--- config.mk ---
export PLATFORM = sky130hd
export DESIGN_NAME = sa_fault_detector_flat
export DESIGN_NICKNAME = d
export VERILOG_FILES = /design/src/rtl/sa_fault_pkg.sv /design/src/rtl/sa_fault_detector_if.sv /design/src/rtl/sa_settle_timer.sv /design/src/rtl/sa_fault_detector.sv /design/src/flat_wrapper.sv
export SDC_FILE = /design/constraint.sdc
export NUM_CORES = 1
export LEC_CHECK = 0
export CORE_MARGIN = 4
export CORE_UTILIZATION = 34
export DETAILED_ROUTE_END_ITERATION = 10
export GPL_TIMING_DRIVEN = 0
export PLACE_DENSITY_LB_ADDON = 0.1
export SLEW_MARGIN = 40
export SYNTH_ARGS = -nofsm -noshare
export SYNTH_HDL_FRONTEND = slang
export SYNTH_SLANG_ARGS = --single-unit
--- constraint.sdc ---
create_clock -name clk -period 2.1 [get_ports clk]
set_input_delay 0.63 -clock clk [delete_from_list [all_inputs] [get_ports clk]]
set_output_delay 0.63 -clock clk [all_outputs]
set_load 0.01 [all_outputs]
--- src/rtl/sa_fault_pkg.sv ---
// Shared types and defaults for the stuck-at fault response analyser.
// Holds the sweep FSM state encoding and the default N_IN / SETTLE values.
// No logic here; imported by the interface, the settle timer and the top.
package sa_fault_pkg;

    localparam int N_IN_DEF   = 3;
    localparam int SETTLE_DEF = 2;

    typedef enum logic [1:0] {
        ST_IDLE,
        ST_SETTLE,
        ST_COMPARE,
        ST_DONE
    } state_t;

endpackage

--- src/rtl/sa_fault_detector_if.sv ---
// Bundle between the analyser, the good/faulty circuit pair and the controller.
// slave: analyser side (drives the vector and results); master: environment side.
// No storage; pure wiring with direction checks via modports.
interface sa_fault_detector_if
    import sa_fault_pkg::*;
#(
    parameter int N_IN = N_IN_DEF
);

    logic                 start;
    logic                 f_good;
    logic                 f_fault;
    logic [N_IN-1:0]      vec_out;
    logic                 busy;
    logic                 done;
    logic                 detected;
    logic [2**N_IN-1:0]   detect_mask;
    logic [N_IN-1:0]      first_vec;
    logic [N_IN:0]        det_count;

    modport slave (
        input  start, f_good, f_fault,
        output vec_out, busy, done, detected, detect_mask, first_vec, det_count
    );

    modport master (
        output start, f_good, f_fault,
        input  vec_out, busy, done, detected, detect_mask, first_vec, det_count
    );

endinterface

--- src/rtl/sa_settle_timer.sv ---
// Loadable down-counter that times how long each vector is held before compare.
// Latency: load takes effect next cycle; zero flag is a decode of the register.
// No backpressure: load has priority over dec, and dec stops at zero.
module sa_settle_timer #(
    parameter int W = 1
) (
    input  logic         clk,
    input  logic         rst,
    input  logic         load,
    input  logic [W-1:0] load_val,
    input  logic         dec,
    output logic         zero
);

    logic [W-1:0] cnt_q;
    logic [W-1:0] cnt_d;

    // Next count: reload, or decrement while non-zero.
    always_comb begin
        cnt_d = cnt_q;
        if (load) begin
            cnt_d = load_val;
        end else if (dec && (cnt_q != '0)) begin
            cnt_d = cnt_q - W'(1);
        end
    end

    // Counter register with synchronous reset.
    always_ff @(posedge clk) begin
        if (rst) begin
            cnt_q <= '0;
        end else begin
            cnt_q <= cnt_d;
        end
    end

    assign zero = (cnt_q == '0);

endmodule

--- src/rtl/sa_fault_detector.sv ---
// Sweeps all 2**N_IN vectors into a good/faulty pair and records detecting vectors.
// Latency: SETTLE+1 cycles per vector; done 2**N_IN*(SETTLE+1) cycles after start.
// start is only honoured in IDLE/DONE; SA_EARLY_STOP_EN stops at the first detection.
module sa_fault_detector
    import sa_fault_pkg::*;
#(
    parameter int N_IN   = N_IN_DEF,
    parameter int SETTLE = SETTLE_DEF
) (
    input  logic                  clk,
    input  logic                  rst,
    sa_fault_detector_if.slave    bus
);

    localparam int              NV       = 2**N_IN;
    localparam int              CW       = (SETTLE > 1) ? $clog2(SETTLE) : 1;
    localparam logic [CW-1:0]   RELOAD   = CW'(SETTLE - 1);
    localparam logic [N_IN-1:0] VEC_LAST = '1;

    state_t            state_q,  state_d;
    logic [N_IN-1:0]   vec_q,    vec_d;
    logic [NV-1:0]     mask_q,   mask_d;
    logic [N_IN-1:0]   first_q,  first_d;
    logic [N_IN:0]     count_q,  count_d;
    logic              busy_q,   busy_d;
    logic              done_q,   done_d;

    logic              tmr_load;
    logic              tmr_dec;
    logic              tmr_zero;
    logic              mis;

    sa_settle_timer #(
        .W (CW)
    ) u_timer (
        .clk      (clk),
        .rst      (rst),
        .load     (tmr_load),
        .load_val (RELOAD),
        .dec      (tmr_dec),
        .zero     (tmr_zero)
    );

    // Sweep FSM, vector counter and result capture (next-state side).
    always_comb begin
        state_d  = state_q;
        vec_d    = vec_q;
        mask_d   = mask_q;
        first_d  = first_q;
        count_d  = count_q;
        tmr_load = 1'b0;
        tmr_dec  = 1'b0;
        mis      = bus.f_good ^ bus.f_fault;

        case (state_q)
            ST_IDLE, ST_DONE: begin
                if (bus.start) begin
                    state_d  = ST_SETTLE;
                    vec_d    = '0;
                    mask_d   = '0;
                    first_d  = '0;
                    count_d  = '0;
                    tmr_load = 1'b1;
                end
            end
            ST_SETTLE: begin
                if (tmr_zero) begin
                    state_d = ST_COMPARE;
                end else begin
                    tmr_dec = 1'b1;
                end
            end
            ST_COMPARE: begin
                if (mis) begin
                    mask_d[vec_q] = 1'b1;
                    count_d       = count_q + (N_IN+1)'(1);
                    if (count_q == '0) begin
                        first_d = vec_q;
                    end
                end
`ifdef SA_EARLY_STOP_EN
                if (mis || (vec_q == VEC_LAST)) begin
                    state_d = ST_DONE;
                end else begin
                    vec_d    = vec_q + N_IN'(1);
                    tmr_load = 1'b1;
                    state_d  = ST_SETTLE;
                end
`else
                if (vec_q == VEC_LAST) begin
                    state_d = ST_DONE;
                end else begin
                    vec_d    = vec_q + N_IN'(1);
                    tmr_load = 1'b1;
                    state_d  = ST_SETTLE;
                end
`endif
            end
            default: begin
                state_d = ST_IDLE;
            end
        endcase

        // Status flags are registered from the next state so they align with it.
        busy_d = (state_d == ST_SETTLE) || (state_d == ST_COMPARE);
        done_d = (state_d == ST_DONE);
    end

    // State and result registers; reset aborts any sweep in progress.
    always_ff @(posedge clk) begin
        if (rst) begin
            state_q <= ST_IDLE;
            vec_q   <= '0;
            mask_q  <= '0;
            first_q <= '0;
            count_q <= '0;
            busy_q  <= 1'b0;
            done_q  <= 1'b0;
        end else begin
            state_q <= state_d;
            vec_q   <= vec_d;
            mask_q  <= mask_d;
            first_q <= first_d;
            count_q <= count_d;
            busy_q  <= busy_d;
            done_q  <= done_d;
        end
    end

    assign bus.vec_out     = vec_q;
    assign bus.busy        = busy_q;
    assign bus.done        = done_q;
    assign bus.detected    = |mask_q;
    assign bus.detect_mask = mask_q;
    assign bus.first_vec   = first_q;
    assign bus.det_count   = count_q;

endmodule

--- src/flat_wrapper.sv ---
// flat-port wrapper written by rule: the top's interface ports become plain ports
module sa_fault_detector_flat import sa_fault_pkg::*;
#(
    parameter int N_IN   = N_IN_DEF,
    parameter int SETTLE = SETTLE_DEF
)
  (clk, rst, bus_start, bus_f_good, bus_f_fault, bus_vec_out, bus_busy, bus_done, bus_detected, bus_detect_mask, bus_first_vec, bus_det_count);
  sa_fault_detector_if #(.N_IN(N_IN)) bus_i ();
  input  logic clk;
  input  logic rst;
  input wire logic [$bits(bus_i.start)-1:0] bus_start;
  input wire logic [$bits(bus_i.f_good)-1:0] bus_f_good;
  input wire logic [$bits(bus_i.f_fault)-1:0] bus_f_fault;
  output wire logic [$bits(bus_i.vec_out)-1:0] bus_vec_out;
  output wire logic [$bits(bus_i.busy)-1:0] bus_busy;
  output wire logic [$bits(bus_i.done)-1:0] bus_done;
  output wire logic [$bits(bus_i.detected)-1:0] bus_detected;
  output wire logic [$bits(bus_i.detect_mask)-1:0] bus_detect_mask;
  output wire logic [$bits(bus_i.first_vec)-1:0] bus_first_vec;
  output wire logic [$bits(bus_i.det_count)-1:0] bus_det_count;
  assign bus_i.start = bus_start;
  assign bus_i.f_good = bus_f_good;
  assign bus_i.f_fault = bus_f_fault;
  assign bus_vec_out = bus_i.vec_out;
  assign bus_busy = bus_i.busy;
  assign bus_done = bus_i.done;
  assign bus_detected = bus_i.detected;
  assign bus_detect_mask = bus_i.detect_mask;
  assign bus_first_vec = bus_i.first_vec;
  assign bus_det_count = bus_i.det_count;
  sa_fault_detector #(.N_IN(N_IN), .SETTLE(SETTLE)) u_core (.clk(clk), .rst(rst), .bus(bus_i));
endmodule
# Yosys cells after proc, flatten, opt, wreduce, memory -nomap -nowiden
# Cells that the tools add are included.
# word_totals
register_bits	23
input_bits	5
word_cells	63
# op_classes
n_addsub	3
magnitude_cmp	2
eq_ne	11
n_mux	25
bitwise_logic	2
n_reduce_logical	12
# op_table
op	n
8-bit two-way mux	2
8-bit one-hot mux with 2 select lines	1
3-bit two-way mux	4
3-bit one-hot mux with 2 select lines	2
2-bit equality test (second input constant)	4
4-bit two-way mux	2
8-bit bitwise OR	1
4-bit one-hot mux with 2 select lines	1
8-bit OR reduction	1
1-bit two-way mux	7
2-bit two-way mux	3
2-bit one-hot mux with 3 select lines	1
3-bit AND reduction	2
4-bit by 1-bit adder with 4-bit output (second input constant)	1
2-bit by 1-bit equality test with 1-bit output (second input constant)	2
4-bit logical NOT	1
3-bit by 4-bit less-than comparator with 1-bit output (second input constant)	1
2-bit by 1-bit != test with 1-bit output (second input constant)	2
2-bit != test (second input constant)	2
4-bit AND reduction	1
2-bit nonzero test	2
3-bit by 1-bit adder with 3-bit output (second input constant)	1
1-bit demux with 3-bit select	1
3-bit equality test (second input constant)	1
other kinds (8)	9

# Longest topological paths before layout
# Gate-level depths: netlist of run 1.
# logic_depth
word_depth	7
mapped_depth	7
mapped_depth_nobuf	6

# Modules after synthesis
# Synthesis of run 1 repeated with hierarchy kept, for this count alone.
# unflattened
hier_cells	126
hier_area_um2	1184.9
# modules_own_cells
mod	instances	cells_each	area_each_um2	seq_area_each_um2
sa_fault_detector	1	122	1137.3	440.4
sa_settle_timer	1	4	47.5	20.0

# Worst setup path after synthesis of run 1
# No wires, ideal clock.
# synth_path
path_type	flip-flop to flip-flop
start	register u_core.vec_q[1] (netlist: u_core.bus.vec_out[1])
end	register u_core.busy_q (netlist: u_core.bus.busy)
setup_ns	0.114
t_arrival_ns	1.537
path_slack_ns	0.449
path_stages_with_launch	7
path_buffers	0
cell_sequence	dfxtp_1 > ha_1 > ha_1 > a21oi_1 > a21boi_0 > ha_1 > nor2b_1
# synth_via
elab_chain_len	5
word_cells_on_any_way	6
# synth_rtl
item	line_no	rtl
from (decl)	sa_fault_detector.sv:21	logic [N_IN-1:0] vec_q, vec_d;
from (signal assigned)	sa_fault_detector.sv:121	vec_q <= vec_d;
3-bit equality test *	sa_fault_detector.sv:90	if (vec_q == VEC_LAST) begin
2-bit two-way mux *	sa_fault_detector.sv:90	
2-bit one-hot mux with 3 select lines *	sa_fault_detector.sv:55	case (state_q)
net u_core.state_d[1]	sa_fault_detector.sv:20	state_t state_q, state_d;
2-bit by 1-bit equality test with 1-bit output / 2-bit equality test (equally long branches)	sa_fault_detector.sv:105	busy_d = (state_d == ST_SETTLE) || (state_d == ST_COMPARE);
1-bit logical OR *	sa_fault_detector.sv:105	
net u_core.busy_d	sa_fault_detector.sv:25	logic busy_q, busy_d;
to (signal assigned)	sa_fault_detector.sv:125	busy_q <= busy_d;
to (decl)	sa_fault_detector.sv:25	
# The timed path passes the listed nets; every way through them passes the cells marked *.
# A chain may end at the register's enable or synchronous reset.

# Worst setup path after layout of run 1
# layout_path
start	register u_core.vec_q[0] (netlist: u_core.bus.vec_out[0])
end	output port bus_vec_out[0]
# layout_lines
item	line_no	rtl
to (decl)	flat_wrapper.sv:14	output wire logic [$bits(bus_i.vec_out)-1:0] bus_vec_out;
# No word-level cell between the ends.

==> key figures, run 1 <==
Outcome
  • Status: finished clean

Yosys
  • Mean post-synth cell area: just over 9 um2
  • Synth Cell Area: 1120 um2
  • Area leader, netlist: dfxtp_1
  • Most common cell in the netlist: dfxtp_1
  • Main flop type after synthesis: dfxtp_1
  • Post-synth EDFFs: 0
  • Synth area leaders: dfxtp_1 (41%), ha_1 (8.9%), a21oi_1 (6.2%), nor2_1 (4.3%), o21ai_0 (4.0%)
  • Synth Instances: around 120
  • Synth top area share: about two fifths
  • Most frequent cells after synthesis: dfxtp_1 (23), a21oi_1 (14), nor2_1 (13)
  • #FFs+latches synth: 23
  • Synth cell types: 32
  • Async set-reset flop share out of synthesis: 0%
  • Seq/Total Area, Yosys: about two fifths
  • Yosys warns: 0
  • Synthesized Nets: 137

Global route
  • Vias in the first global route: between 900 and 1000
  • Largest net degree at the start of global routing: 13
  • Antenna violations before repair: 0
  • Total grt overflow: 0
  • Total track usage: 12.9%
  • Global-route wire length before repair: 4390 um

Floorplanning
  • Die Width: 65.5 um
  • Core box area: roughly 3100 um2
  • Die area: 4280 um2
  • Core Rows: 20
  • Initial core utilization: 36.2%
  • IO Pins: 26
  • Die H: 65.5 um

Clocking
  • # clock sinks: 23
  • Root Buffer: clkbuf_4
  • H-Tree Depth: 1
  • CTS Buffer Depth: 2
  • Clock-pin slew on the worst setup and hold paths: between 0.1 and 0.15 ns
  • Worst-skew pair later-pin latency: 0.30 ns
  • CTS tree: done
  • Cts bufs inserted: 3

Routing
  • DRT Pass-1 Iters: 4
  • Iter 0 DRT Violations: 47
  • Drt total wl: 2460 um
  • WL/cell: 12.5 um
  • Total number of vias: 966
  • DRC violations left: 0
  • Final ANT Viol Nets: 0
  • Via/cell ratio: 4.90

Worst hold path
  • Hold EP: u_core.bus.first_vec[1]
  • Hold Path Depth: 2
  • Min-Delay Path Class: reg2reg
  • Hold_sp: u_core.bus.first_vec[1]

Worst setup path
  • Worst-path cell chain: clkdlybuf4s50_1
  • Setup crit end kind: output pin
  • Worst r2r path cells: 6
  • CP max-delay cell: clkdlybuf4s50_1
  • CP peak stage delay: 0.58 ns
  • Worst reg2reg path endpoint: u_core.bus.busy
  • Reg2reg start: u_core.bus.vec_out[0]
  • Worst setup path class: reg2out
  • Critical Path AT: 1.33 ns
  • CP bufs+invs: 1
  • Worst path required time: roughly 1.5 ns
  • Worst Path Max Fanout: 10
  • FF-to-FF setup slack: 0.31 ns
  • Top delay family on crit path: buffers and inverters
  • Worst setup SP type: flip-flop

Timing
  • Slew HR: 60.1%
  • Final WS setup: 0.139 ns
  • Fin. Hold Viols: 0
  • Clk_skew: between 0.006 and 0.007 ns
  • RSZ-0062 raised after global routing: no
  • Slew of the pin with the lowest slew margin: approximately 0.6 ns
  • Final worst path period need: 1.96 ns
  • Final setup fails: 0
  • Final Cycle Share: 93.4%
  • Final Max Tran Viols: 0
  • Setup TNS: 0 ns
  • Fmax: 510 MHz

Placement
  • GPL Wtd Cong: 0.759
  • Port Buffers: 25
  • Hpwl dp: 1930 um
  • Place WS: -0.0742 ns
  • Cell Area, Placed: ~1400 um2

Cells and area
  • Fill cells: 318
  • P&R area growth vs syn: 30.2%
  • Layout cells sized above 1: 10.5%
  • Total Nets Final: 167
  • Cell area after layout: 1460 um2
  • # diodes: 0

Power
  • Switching power total: approximately 0.64 mW
  • Peak supply drop: between 500 and 600 uV
  • Proportion of power drawn by the clock network: 12.5%
  • Internal cell power: approximately 0.96 mW
  • Seq pwr share: 34.5%
  • Net Sw Frac: 40.0%
  • PD cells: 1100 nW/um2
  • Comb power frac: 53.1%
  • Pleak: about 0.54 nW

Job
  • Max-cap violation count: 0
-- state kept, by name, indices dropped and copies added (netlist names) --
register                flops
u_core.bus.detect_mask      8
u_core.bus.det_count        4
u_core.bus.first_vec        3
u_core.bus.vec_out          3
u_core.state_q              2
u_core.bus.busy             1
u_core.bus.done             1
u_core.u_timer.cnt_q        1
-- through the flow --
| stage | util (%) | std cells | power (mW) | hold slack [ns] |
|---|---|---|---|---|
| floorplan | - | 124 | 1.19 | 0.494 |
| global placement | 46.0 | 193 | 1.42 | 0.462 |
| detailed placement | 46.0 | 193 | 1.44 | 0.471 |
| CTS | 47.1 | 197 | 1.63 | 0.490 |
| global route | 47.1 | 197 | 1.76 | 0.512 |
| finish | 47.1 | 197 | 1.61 | 0.480 |
-- cells by family (layout without fill, tap and decap cells) --
| logic type | count (synthesis) | in the layout | synth area share (%) |
|---|---|---|---|
| adders and majority gates | 8 | 8 | 8.92 |
| DFF | 23 | 23 | 41.0 |
| muxes | 1 | 1 | 0.892 |
| buffers and inverters | 12 | 41 | 5.35 |
| AOI/OAI and AO/OA | 39 | 39 | 23.7 |
| xor gates and xnor gates | 1 | 1 | 0.781 |
| and+or+nand+nor | 40 | 40 | 19.3 |
-- worst max path at each step --
stage / start / end / slack, ns / cells past startpoint
floorplan: u_core.bus.vec_out[1] / u_core.bus.busy / 0.45 / 6
global placement: bus_f_fault / u_core.bus.detect_mask[4] / -0.06 / 6
detailed placement: bus_f_fault / u_core.bus.detect_mask[6] / -0.07 / 6
CTS: u_core.bus.vec_out[1] / bus_vec_out[1] / 0.03 / 1
global route: u_core.bus.detect_mask[3] / bus_detected / 0.05 / 3
finish: u_core.bus.vec_out[0] / bus_vec_out[0] / 0.14 / 1
-- metal layers --
| metal | wire (um) | part of all wire [%] | vias to the layer above | GRT usage [%] |
|---|---|---|---|---|
| li1 | - | - | 501 | - |
| met1 | 1200 | 49 | 445 | 18.2 |
| met2 | 1130 | 46 | 16 | 20.6 |
| met3 | 94 | 3.8 | 4 | 2.05 |
| met4 | 29 | 1.2 | 0 | 3.11 |
| met5 | 0 | 0 | - | 0 |
-- power by group through the flow --
stage                     Combinational (mW)  Clock, mW  Sequential [mW]
after floorplan                        0.618          0            0.569
after global placement                 0.859          0            0.560
after detailed placement               0.872          0            0.563
after CTS                              0.867      0.205            0.554
after global routing                   0.969      0.226            0.567
final                                  0.852      0.200            0.553
-- cell type report --
class	count	area, um2	share of cell area [%]
multi-input combinational	89	608	41.6
tap	44	55.1	3.77
inverter	7	26.3	1.80
sequential	23	463	31.7
timing repair buffer	25	249	17.0
buffer	5	33.8	2.31
clock buffer	4	26.3	1.80
-- what timing repair did --
action                                  4_1_cts  5_1_grt
resized for setup                             3        1
endpoints found under the setup margin        2        1
pin swaps                                     0        0
setup buffers                                 0        0
hold buffers                                  0        0
-- cell usage in the layout (no fill, tap or decap), types with 2 or more instances in the layout --
cell | Yosys | layout
a21boi_0 | 2 | 2
a21oi_1 | 14 | 14
a22oi_1 | 2 | 2
a31oi_1 | 4 | 4
and2_1 | 3 | 3
buf_2 | 2 | 2
clkbuf_4 | 0 | 3
clkdlybuf4s50_1 | 0 | 24
dfxtp_1 | 23 | 21
dfxtp_2 | 0 | 2
ha_1 | 8 | 8
inv_1 | 7 | 7
nand2_1 | 5 | 5
nand2b_1 | 2 | 2
nand3_1 | 4 | 4
nand4b_1 | 4 | 4
nor2_1 | 13 | 13
nor2b_1 | 5 | 5
o21ai_0 | 9 | 9
Note: power is estimated with default switching activity, not from simulation.
==> run 2, diff against run 1 <==
--- a/config.mk
+++ b/config.mk
@@ -6,7 +6,8 @@
 export NUM_CORES = 1
 export LEC_CHECK = 0
 export CORE_MARGIN = 4
-export CORE_UTILIZATION = 34
+export CORE_UTILIZATION = 40
+export CTS_CLUSTER_SIZE = 24
 export DETAILED_ROUTE_END_ITERATION = 10
 export GPL_TIMING_DRIVEN = 0
 export PLACE_DENSITY_LB_ADDON = 0.1
==> run 2 against run 1 <==
Global-route usage grew 1.0 points. Cell area fell by 0.77%. Wire length shrank 1.6%. Critical path depth is the same. Largest cell class unchanged. Highest routed layer is now met3.
==> key figures, run 2 (synthesized netlist as in run 1, its figures left out) <==
Routing
  • Via/cell ratio: 5.22 (was 4.90)
  • Drt total wl: 2420 um (was 2460 um)
  • DRC violations left: 0 (unchanged)
  • WL/cell: 13.2 um (was 12.5 um)
  • Total number of vias: 955 (was 966)
  • Final ANT Viol Nets: 0 (unchanged)
  • DRT Pass-1 Iters: 4 (unchanged)
  • Iter 0 DRT Violations: 22 (was 47)

Cells and area
  • # diodes: 0 (unchanged)
  • Cell area after layout: 1450 um2 (was 1460 um2)
  • Non-filler cells in the finished layout: 183 (was 197)
  • Layout cells sized above 1: 11.1% (was 10.5%)
  • Total Nets Final: 167 (unchanged)
  • P&R area growth vs syn: 29.2% (was 30.2%)
  • Most frequent cells in the layout: clkdlybuf4s50_1 (24), dfxtp_1 (21), a21oi_1 (14) (unchanged)
  • Fill cells: 238 (was 318)
  • Commonest non-fill, non-tap cell in the layout: clkdlybuf4s50_1 (unchanged)
  • Max reg flops: 8 (unchanged)

Clocking
  • Cts bufs inserted: 3 (unchanged)
  • CTS tree: done (unchanged)
  • # clock sinks: 23 (unchanged)
  • Clock-pin slew on the worst setup and hold paths: 0.12 ns (was 0.13 ns)
  • H-Tree Depth: 1 (unchanged)
  • CTS Buffer Depth: 2 (unchanged)
  • Worst-skew pair later-pin latency: 0.31 ns (was 0.30 ns)
  • Root Buffer: clkbuf_4 (unchanged)

Floorplanning
  • Core Rows: 18 (was 20)
  • IO Pins: 26 (unchanged)
  • Initial core utilization: 43.7% (was 36.2%)
  • Die Width: 61.0 um (was 65.5 um)
  • Die H: 61.0 um (was 65.5 um)
  • Core box area: 2570 um2 (was 3100 um2)
  • Die area: 3720 um2 (was 4280 um2)

Power
  • Total power draw: 1.62 mW (was 1.61 mW)
  • Peak supply drop: 905 uV (was 586 uV)
  • PD cells: 1120 nW/um2 (was 1100 nW/um2)
  • Pleak: 0.536 nW (was 0.535 nW)

Placement
  • Cell Area, Placed: 1410 um2 (was 1430 um2)
  • Placed insts: 179 (was 193)
  • Hpwl dp: 1790 um (was 1930 um)
  • GPL Wtd Cong: 0.795 (was 0.759)
  • Port Buffers: 25 (unchanged)

Timing
  • Slew HR: 60.2% (was 60.1%)
  • Final setup fails: 0 (unchanged)
  • Fmax: 510 MHz (about the same)
  • Clk_skew: 0.00340 ns (was 0.00686 ns)
  • RSZ-0062 raised after global routing: no (unchanged)
  • Fin. Hold Viols: 0 (unchanged)
  • Final worst path period need: 1.96 ns (about the same)
  • Final Max Tran Viols: 0 (unchanged)
  • Fin Hold WS: 0.482 ns (was 0.480 ns)
  • Final Cycle Share: 93.4% (about the same)
  • Slew of the pin with the lowest slew margin: 0.593 ns (was 0.596 ns)
  • Setup TNS: 0 ns (unchanged)

Worst setup path
  • Worst path required time: 1.47 ns (about the same)
  • Critical Path AT: 1.33 ns (about the same)
  • CP max-delay cell: clkdlybuf4s50_1 (unchanged)
  • CP peak stage delay: 0.57 ns (was 0.58 ns)
  • Worst Path Max Fanout: 10 (unchanged)
  • Worst-path cell chain: clkdlybuf4s50_1 (unchanged)
  • Top delay family on crit path: buffers and inverters (unchanged)
  • Worst setup SP type: flip-flop (unchanged)
  • Worst setup path class: reg2out (unchanged)
  • CP bufs+invs: 1 (unchanged)
  • Setup crit end kind: output pin (unchanged)

Global route
  • Antenna violations before repair: 0 (unchanged)
  • Total grt overflow: 0 (unchanged)
  • Largest net degree at the start of global routing: 13 (unchanged)
  • Global-route wire length before repair: 3940 um (was 4390 um)
  • Vias in the first global route: 880 (was 941)
  • Total track usage: 14.0% (was 12.9%)

Outcome
  • Status: finished clean (unchanged)

Job
  • Max-cap violation count: 0 (unchanged)

Worst hold path
  • Min-Delay Path Class: reg2reg (unchanged)
==> run 2: worst paths after layout <==
path / start / to / slack, ns / cells past startpoint
setup / recovery: u_core.bus.vec_out[0] / bus_vec_out[0] / 0.14 / 1
hold / removal: u_core.bus.first_vec[2] / u_core.bus.first_vec[2] / 0.48 / 2
setup reg to reg: u_core.state_q[0] / u_core.bus.busy / 0.30 / 6
hold reg to reg: u_core.bus.first_vec[2] / u_core.bus.first_vec[2] / 0.48 / 2
==> run 2: power breakdown <==
part           total [mW]  switching, mW  internal, mW
clock network       0.204          0.130        0.0742
registers           0.557         0.0535         0.503
logic               0.862          0.471         0.392
==> run 2: worst min-delay path, delay by kind of cell (launching register included) <==
family / cells / cell delay (ns)
compound gates: 2 / 0.12
flops: 1 / 0.33
==> run 2: metrics by stage <==
stage	worst slack, ns	util [%]
after CTS	0.118	56.5
after global placement	-0.0574	54.9
after global routing	0.0727	56.5
after floorplan	0.449	-
after detailed placement	-0.0539	54.9
final	0.138	56.5
==> run 2: routing by layer <==
metal  track usage, %  up-vias  share of wire, %
met5                0        -                 0
met4             3.72        0                 0
met3             4.04        0               3.9
met2             21.7       16                47
met1             19.0      437                50
li1                 -      502                 -
==> run 2: area by class of cell <==
| class | instances | area, um2 | area share, % |
|---|---|---|---|
| Inverter | 7 | 26.3 | 1.81 |
| Sequential cell | 23 | 463 | 31.9 |
| Tap cell | 30 | 37.5 | 2.59 |
| Timing Repair Buffer | 25 | 249 | 17.2 |
| Clock buffer | 4 | 26.3 | 1.81 |
| Multi-Input combinational cell | 89 | 614 | 42.4 |
| Buffer | 5 | 33.8 | 2.33 |
==> run 2: timing repair <==
action / CTS / global route
hold buffers: 0 / 0
endpoints found under the setup margin: 3 / 0
resized for setup: 5 / 0
buffers inserted: 0 / 0
==> RTL change: new RTL, flow settings as in run 1 <==
Re-encode `state_t` (4 states) as one-hot, 4 bits wide.
--- a/src/rtl/sa_fault_pkg.sv
+++ b/src/rtl/sa_fault_pkg.sv
@@ -6,11 +6,11 @@
     localparam int N_IN_DEF   = 3;
     localparam int SETTLE_DEF = 2;
 
-    typedef enum logic [1:0] {
-        ST_IDLE,
-        ST_SETTLE,
-        ST_COMPARE,
-        ST_DONE
+    typedef enum logic [3:0] {
+        ST_IDLE    = 4'b0001,
+        ST_SETTLE  = 4'b0010,
+        ST_COMPARE = 4'b0100,
+        ST_DONE    = 4'b1000
     } state_t;
 
 endpackage
Behaviour: no difference found for any inputs over 10 cycles, from zero or initial values and one cycle with rst high; not proved beyond that.
==> RTL change against run 1 <==
Routed wire length is 6.3% higher; sequential cell count increased by 2; first-iteration DRC count is 6.4% higher; sequential share of layout area is 1.2 points higher; die area up 3.6%; design area is 5.3% higher; setup slack got worse by 0.015 ns; area after synthesis rose by 4.1%; non-clock buffer count increased by 1; highest routed layer unchanged.
Power is not compared: it rests on default switching activity, and its combinational part moved more than twofold at a synthesized area within 25%.
==> RTL change: results (changes against run 1) <==
clock tree buffer depth=2 (unchanged); Slowest-stage cell, CP=or4_1; worst slack at placement=-0.447 ns (-0.373 ns); Synth top cells by count=25 x dfxtp_1, 17 x nor2_1, 10 x a21oi_1, 7 x a31oi_1, 7 x nand3_1; H-tree depth=1 (unchanged); post-DP HPWL=1920 um (-0.57%); # port buffers=25 (unchanged); post-synth net total=139 (+1.5%); First-pass DRT Iterations=4 (unchanged); reg2reg end=u_core.bus.vec_out[0]; Iter 0 DRT Violations=50 (+6.4%); met2 WL post-DR=1180 um (+4.0%); vias in the first global route=1,049 (+11%); Vias/cell=4.92 (+0.28%); CP max stage delay=0.50 ns (-0.08 ns); asr flop ratio synth=0 (unchanged); sequential fraction of the synthesis area=0.428 (+0.0180); global-route wire length before repair=4700 um (+7.1%); VDD IR max=0.253 mV; crit path DAT=2.23 ns (+0.90 ns); Largest register FFs=8 (unchanged); CTS Buf Count=3 (unchanged); Pleak=0.000533 uW; fill count=354 (+11%); CP max FO=4 (-6); Final Wtd Congestion=0.805 (+6.0%); fin nets=169 (+1.2%); prevailing post-synth register cell=dfxtp_1; Max-slew headroom=0.650 (+0.0496); Placed Area=1480 um2 (+3.4%); worst clock skew=0.00631 ns (-0.000550 ns); post-CTS sizing=6 (+3); met3 routed WL=110 um (+17%); CP delay by family, top=simple AND/OR/NAND/NOR gates; top area cells in the synthesized netlist=dfxtp_1 43%, nor2_1 5.5%, a21oi_1 4.3%; crit path to=u_core.bus.det_count[3]; total placed cells including tap cells=201 (+4.1%); largest net degree at the start of global routing=16 (+3); post-CTS setup buffer count=0 (unchanged); Clock Pin Slew Worst Setup and Hold Paths=0.14 ns; synth warn=0 (unchanged); flop2flop setup slack=0.13 ns (-0.18 ns); Avg Cell Area, Syn=8.99 um2 (-0.68%); Critical Path Start=bus_f_good; WL/cell=12.8 um (+2.2%); number of distinct library cells after synthesis=37 (+16%); WL final=2620 um (+6.3%); wl on met1=1310 um (+9.1%); Max Cap Violations=0 (unchanged); Routed Antenna Nets=0 (unchanged); later-pin clock latency in the skew report=0.32 ns (+0.02 ns); status=finished clean; Root Buffer Master=clkbuf_4; layout cells sized above 1=0.119 (+0.0149); Setup WS post-layout=0.123 ns (-0.0151 ns); initial antenna violation count=0 (unchanged); GRT Overall Usage=0.137 (+0.00742); worst r2r path cells=6 (unchanged)
==> RTL change: cells by family after synthesis <==
group                      Yosys count  share of synthesized area
AOI/OAI and AO/OA                   25                      0.134
xor gates and xnor gates             5                     0.0375
adders and majority gates            4                     0.0428
buffers and inverters               11                     0.0535
DFF                                 25                      0.428
muxes                                1                    0.00857
and+or+nand+nor                     59                      0.296
==> RTL change: report_power, final <==
group	switching (uW)	internal [uW]	total, uW
Combinational	47.2	35.7	83.0
Sequential	6.42	480	486
Clock	150	72.6	223
Total	204	588	792
==> RTL change: worst min-delay path by stage <==
stage	startpoint	endpoint	slack [ns]	cells past startpoint
after detailed placement	u_core.u_timer.cnt_q	u_core.state_q[2]	0.44	1
final	u_core.u_timer.cnt_q	u_core.state_q[2]	0.46	1
after floorplan	u_core.u_timer.cnt_q	u_core.state_q[2]	0.42	1
after global routing	u_core.u_timer.cnt_q	u_core.state_q[2]	0.47	1
after global placement	u_core.u_timer.cnt_q	u_core.state_q[2]	0.44	1
after CTS	u_core.u_timer.cnt_q	u_core.state_q[2]	0.46	1
==> RTL change: routing by layer <==
| metal | track usage | vias to the layer above |
|---|---|---|
| li1 | - | 526 |
| met1 | 0.181 | 462 |
| met2 | 0.224 | 18 |
| met3 | 0.0270 | 2 |
| met4 | 0.0381 | 0 |
| met5 | 0 | - |
==> RTL change: cell type report <==
cell class                      instances  area, um2  share of cell area
Clock inverter                          1       7.51             0.00488
Buffer                                  6       43.8              0.0285
Tap cell                               46       57.6              0.0374
Multi-Input combinational cell         94        631               0.410
Timing Repair Buffer                   25        251               0.163
Sequential cell                        25        507               0.329
Clock buffer                            3       22.5              0.0146
Inverter                                5       18.8              0.0122
